## src/rtl/rf_cmd_dispatch.sv

```systemverilog
// Command dispatcher: verifies 128-bit UART command frames, executes register
// reads/writes on the RF config bank and returns a response frame.
// Optional build macro: CMD_CHECKSUM_EN enables command checksum verification.
module rf_cmd_dispatch #(
  parameter int NREG  = 8,
  parameter int TX_TO = 65535
) (
  input  logic                 clk,
  input  logic                 rst_n,
  input  logic [127:0]         recieve_data,
  input  logic                 recirve_vld,
  input  logic                 send_vld,
  output logic                 send_en,
  output logic [127:0]         send_data,
  input  logic [31:0]          status_in,
  output logic [NREG*32-1:0]   cfg_regs,
  output logic                 cfg_wr,
  output logic [3:0]           cfg_addr,
  output logic [7:0]           drop_cnt,
  output logic                 tx_err
);

  localparam int AW = (NREG > 1) ? $clog2(NREG) : 1;
  localparam int TW = $clog2(TX_TO + 1);

  localparam logic [7:0] OP_WR     = 8'hA1;
  localparam logic [7:0] OP_RD     = 8'hA2;
  localparam logic [7:0] OP_PING   = 8'hA3;
  localparam logic [7:0] ADDR_STAT = 8'h80;
  localparam logic [7:0] NREG_B    = 8'(NREG);

  localparam logic [7:0] ST_OK   = 8'h00;
  localparam logic [7:0] ST_OPC  = 8'h01;
  localparam logic [7:0] ST_ADDR = 8'h02;
  localparam logic [7:0] ST_CSUM = 8'h03;

  typedef enum logic [2:0] {
    S_IDLE, S_CHECK, S_EXEC, S_SEND, S_WAIT_BUSY, S_WAIT_DONE
  } state_e;

  state_e         state_q, state_d;
  logic [127:0]   cmd_q;
  logic [7:0]     status_q, status_d;
  logic [TW-1:0]  timer_q;
  logic [127:0]   send_data_q;
  logic           cfg_wr_q;
  logic [3:0]     cfg_addr_q;
  logic [7:0]     drop_cnt_q;
  logic [31:0]    regs_q [NREG];

  logic [7:0]  cmd_op, cmd_addr, cmd_tag;
  logic [31:0] cmd_data;
  assign cmd_op   = cmd_q[127:120];
  assign cmd_addr = cmd_q[119:112];
  assign cmd_tag  = cmd_q[111:104];
  assign cmd_data = cmd_q[31:0];

  logic csum_err;
`ifdef CMD_CHECKSUM_EN
  logic [7:0] cmd_xor;
  always_comb begin
    cmd_xor = 8'h00;
    for (int i = 0; i < 16; i++) cmd_xor ^= cmd_q[i*8 +: 8];
  end
  assign csum_err = |cmd_xor;
`else
  logic unused_fields;
  assign csum_err      = 1'b0;
  assign unused_fields = ^cmd_q[103:32];
`endif

  logic reg_hit, stat_hit, op_ok, addr_ok;
  always_comb begin
    reg_hit  = cmd_addr < NREG_B;
    stat_hit = cmd_addr == ADDR_STAT;
    op_ok    = (cmd_op == OP_WR) || (cmd_op == OP_RD) || (cmd_op == OP_PING);
    // The status word is read-only, so it is a valid target for everything but writes.
    addr_ok  = reg_hit || (stat_hit && cmd_op != OP_WR);
    if (csum_err)      status_d = ST_CSUM;
    else if (!op_ok)   status_d = ST_OPC;
    else if (!addr_ok) status_d = ST_ADDR;
    else               status_d = ST_OK;
  end

  logic         do_wr;
  logic [31:0]  rd_val, resp_data;
  logic [7:0]   resp_csum;
  always_comb begin
    do_wr     = (status_q == ST_OK) && (cmd_op == OP_WR);
    rd_val    = stat_hit ? status_in : regs_q[cmd_addr[AW-1:0]];
    resp_data = ((status_q == ST_OK) && (cmd_op == OP_RD)) ? rd_val : cmd_data;
    resp_csum = cmd_op ^ cmd_addr ^ cmd_tag ^ status_q ^ resp_data[31:24]
              ^ resp_data[23:16] ^ resp_data[15:8] ^ resp_data[7:0];
  end

  always_comb begin
    // NOTE: every output of this block gets a default first, so no path infers a latch.
    state_d = state_q;
    send_en = 1'b0;
    tx_err  = 1'b0;
    case (state_q)
      S_IDLE:  if (recirve_vld) state_d = S_CHECK;
      S_CHECK: state_d = S_EXEC;
      S_EXEC:  state_d = S_SEND;
      S_SEND: begin
        if (!send_vld) begin
          send_en = 1'b1;
          state_d = S_WAIT_BUSY;
        end
      end
      S_WAIT_BUSY: begin
        if (send_vld) begin
          state_d = S_WAIT_DONE;
        end else if (timer_q == TW'(TX_TO - 1)) begin
          tx_err  = 1'b1;
          state_d = S_IDLE;
        end
      end
      S_WAIT_DONE: if (!send_vld) state_d = S_IDLE;
      default:     state_d = S_IDLE;
    endcase
  end

  // NOTE: sequential state uses non-blocking assignments so all registers update together.
  always_ff @(posedge clk or negedge rst_n) begin
    if (!rst_n) begin
      state_q     <= S_IDLE;
      cmd_q       <= '0;
      status_q    <= ST_OK;
      timer_q     <= '0;
      send_data_q <= '0;
      cfg_wr_q    <= 1'b0;
      cfg_addr_q  <= '0;
      drop_cnt_q  <= '0;
    end else begin
      state_q  <= state_d;
      cfg_wr_q <= (state_q == S_EXEC) && do_wr;
      timer_q  <= (state_q == S_WAIT_BUSY) ? timer_q + 1'b1 : '0;
      if (state_q == S_IDLE && recirve_vld) cmd_q <= recieve_data;
      if (state_q == S_CHECK) status_q <= status_d;
      if (state_q == S_EXEC) begin
        send_data_q <= {cmd_op, cmd_addr, cmd_tag, resp_csum, status_q, 56'h0, resp_data};
        if (do_wr) cfg_addr_q <= cmd_addr[3:0];
      end
      if (recirve_vld && state_q != S_IDLE && drop_cnt_q != 8'hFF)
        drop_cnt_q <= drop_cnt_q + 1'b1;
    end
  end

  // NOTE: the register file drives RF control directly, so it is reset like any other state.
  always_ff @(posedge clk or negedge rst_n) begin
    if (!rst_n) begin
      for (int k = 0; k < NREG; k++) regs_q[k] <= '0;
    end else if (state_q == S_EXEC && do_wr) begin
      regs_q[cmd_addr[AW-1:0]] <= cmd_data;
    end
  end

  always_comb begin
    for (int k = 0; k < NREG; k++) cfg_regs[k*32 +: 32] = regs_q[k];
  end

  assign send_data = send_data_q;
  assign cfg_wr    = cfg_wr_q;
  assign cfg_addr  = cfg_addr_q;
  assign drop_cnt  = drop_cnt_q;

endmodule

```

## config.mk

```make
export PLATFORM = sky130hd
export DESIGN_NAME = rf_cmd_dispatch
export DESIGN_NICKNAME = d
export VERILOG_FILES = /design/src/rtl/rf_cmd_dispatch.sv
export SDC_FILE = /design/constraint.sdc
export NUM_CORES = 1
export LEC_CHECK = 0
export ABC_AREA = 1
export CORE_AREA = 2 2 220 222
export DETAILED_ROUTE_END_ITERATION = 7
export DIE_AREA = 0 0 222 224
export DONT_BUFFER_PORTS = 1
export SYNTH_ARGS = -nofsm -noshare
export SYNTH_HDL_FRONTEND = slang
export SYNTH_SLANG_ARGS = --single-unit
```

## constraint.sdc

```tcl
create_clock -name clk -period 2.4 [get_ports clk]
set_input_delay 0.48 -clock clk [delete_from_list [all_inputs] [get_ports clk]]
set_output_delay 0.48 -clock clk [all_outputs]
set_load 0.005 [all_outputs]
```

==> flow_summary.toml <==
[yosys]
netlist_area_um2 = 19540
avgSynthCellArea_um2 = 7.861
synth_area_leaders = "dfrtp_1, nand2_1, o21ai_0"
synth_top_area_cell = "dfrtp_1"
netlist.area_leader.share = 0.5276
synth.yosys.seq_area_share = 0.5276
synth.distinct_cells = 35
ys_seq_elements = 412
synthCells = 2486
yosys_warnings = 0

[floorplanning]
start_util = 0.4127
io_pins = 563
die_y_um = 224
die_area_um2 = 49730
rows = 80
die_w_um = 222
core_area_um2 = 47350

[clock_tree]
clkSlewWorstSetupHoldPaths_ns = 0.06
cts_sinks = 412
root_buffer = "clkbuf_16"
htreeDepth = 2
cts_tree = "done"
clock_path_buffers = 3
numCtsBuffers = 47
clkLatencyLatePin_ns = 0.57

[power]
p_per_area_nw_per_um2 = 1158
ir_worst_vdd_mv = 0.6917
p_leak_nw = 11.15

[detailed_routing]
final_antenna_net_count = 0
wire_per_inst_um = 22.85
first_pass_iters = 6
drc_errors = 0
wirelength_um = 72410
dr.first_iter.drc_count = 1482
vias_per_cell = 5.364
num_vias = 17000

[timing]
layout_min_cycle_time_ns = 2.309
relSlewSlack = -0.08441
fmax_mhz = 433.1
finClkSkew_ns = 0.01055
worst_pin_slew_ns = 1.627
setup_viol = 0
rsz0062_at_grt = "yes"
holdWs_ns = -0.3894
post-route-period-util = 0.9620
maxSlewViolCount = 88
hold_viol_final = 412

[setup_path]
critPathMaxFanout = 13
cp-startpoint = "cmd_q[114]"
timing.rr.end = "send_data[100]"
endpoint_kind = "flip-flop"
crit_arrival_ns = 2.77
start_kind = "flip-flop"
rr_worst_depth = 17
cp.required_ns = 2.86
crit_path_end = "send_data[100]"
reg2reg_slack_ns = 0.09
rr_startpoint = "cmd_q[114]"
critPathKind = "flip-flop to flip-flop"

[grt]
grt-ovfl-total = 0
grt_use_total = 0.2845
grt_max_degree = 413
antenna_found_initial = 11
grt_pass1_wl_um = 105700
grt_pass1_vias = 15760

[final_layout]
final_cell_mix = "nand2_1, dfrtp_1, o21ai_0"
nNetsFinal = 2677
stdcell_area_um2 = 22620
drive_above_1_share = 0.1056
regArea_um2 = 10320
multi_input_area_um2 = 7948
area.growth.synth_to_final_pct = 15.76
nFillCells = 4591
instances_no_fill = 3169
final_util = 0.4778
final_common_cell = "nand2_1"

[flow_run]
max_cap_violations = 0

[placement]
placed_cell_area_um2 = 20660
globalplace.congestion = 0.9771
dpl.cell_count = 3065
portBuffers = 0
hpwl_um = 50830

[outcome]
violations = "hold timing, slew limit"
status = "complete, but fails checks"

[min_path]
hold_class = "primary input to asynchronous set/reset pin"
-- final cells by class --
class | count | share of cell area
Tap cell | 615 | 0.03402
Antenna cell | 7 | 0.0007744
Inverter | 205 | 0.03435
Clock inverter | 16 | 0.006140
Multi-Input combinational cell | 1736 | 0.3513
Clock buffer | 70 | 0.06344
Timing Repair Buffer | 108 | 0.05387
Sequential cell | 412 | 0.4561
-- where the power goes --
part | total (mW) | switching (mW) | internal [mW] | leakage, nW
Sequential | 9.23 | 1.16 | 8.07 | 5.42
Combinational | 9.65 | 6.41 | 3.24 | 4.94
Clock | 7.32 | 2.97 | 4.34 | 0.783
-- flip-flops by register name, summed over array words and instances, names as in the netlist --
| name | flops |
|---|---|
| cfg_addr | 4 |
| cfg_regs | 256 |
| cfg_wr | 1 |
| cmd_q | 56 |
| drop_cnt | 8 |
| send_data | 66 |
| state_q | 3 |
| status_q | 2 |
| timer_q | 16 |
-- kinds of logic after synthesis --
logic type | Yosys count | share of synthesized area
compound gates | 500 | 0.1319
simple gates | 1142 | 0.2356
fa+ha+maj | 3 | 0.001921
mux | 2 | 0.001152
flops | 412 | 0.5276
buf+inv | 399 | 0.08958
other cells | 1 | 0.0001919
xor+xnor | 27 | 0.01210
-- what timing repair did --
action | 4_1_cts | 5_1_grt
cloned | 0 | 3
gates resized for setup | 5 | 67
endpoints found under the setup margin | 8 | 71
pin swaps | 0 | 6
hold endpoints to repair | 412 | 412
setup buffers | 0 | 9
-- stage by stage --
step | worst slack (ns) | total power, mW | hold WS [ns] | setup TNS (ns)
2_1_floorplan | 0.3184 | 14.35 | 0.1844 | 0
3_3_place_gp | -0.06089 | 18.27 | 0.1939 | -0.07009
3_5_place_dp | -0.1040 | 18.40 | 0.1953 | -0.2018
4_1_cts | 0.008576 | 25.75 | -0.4240 | 0
5_1_grt | -0.07141 | 27.71 | -0.4097 | -0.2370
6_report | 0.09130 | 26.20 | -0.3894 | 0
-- per-layer routing --
metal  share of wire  track usage  vias up  wire length (µm)
met5         0.00087            0        -                63
met4           0.035       0.1114       10              2507
met3           0.094      0.08959      133              6777
met2            0.48       0.4661      729             34700
met1            0.39       0.3512     8233             28350
li1                -            -     7892                 -
-- how the worst min path moves through the flow --
stage,startpoint,to,slack [ns],cells past startpoint
2_1_floorplan,rst_n,cfg_addr[0],0.18,0
3_3_place_gp,rst_n,cfg_regs[101],0.19,0
3_5_place_dp,rst_n,cfg_regs[69],0.20,0
4_1_cts,rst_n,cfg_regs[69],-0.42,0
5_1_grt,rst_n,cfg_regs[133],-0.41,0
6_report,rst_n,cfg_regs[69],-0.39,0
-- critical path, cell delays in order (launching register included) --
cell,delay [ns]
dfrtp_2,0.47
clkinvlp_4,0.19
nor2_4,0.18
buf_12,0.19
nand3_1,0.09
nand2_1,0.09
nor2_1,0.05
buf_4,0.14
nand2_1,0.11
nand2_1,0.09
nand2_1,0.08
nand2_1,0.05
nand2_1,0.12
inv_1,0.05
nand2_1,0.07
nand3_1,0.08
nand3_1,0.08
nand2_1,0.05
-- synth_stat cells, drive strengths merged --
cell type,n
nand3,93
nor2,257
and3,1
clkbuf,117
nand3b,11
a2111oi,1
o21ai,367
nor4,2
mux2,2
inv,203
nand2,733
a31oi,3
nor3,25
conb,1
buf,77
dfrtp,412
clkinv,2
o21a,1
ha,3
o221ai,1
nand4,15
xnor2,11
a21oi,103
o211ai,23
a41oi,1
or2,5
xor2,16
Power figures use the tool's default switching activity.
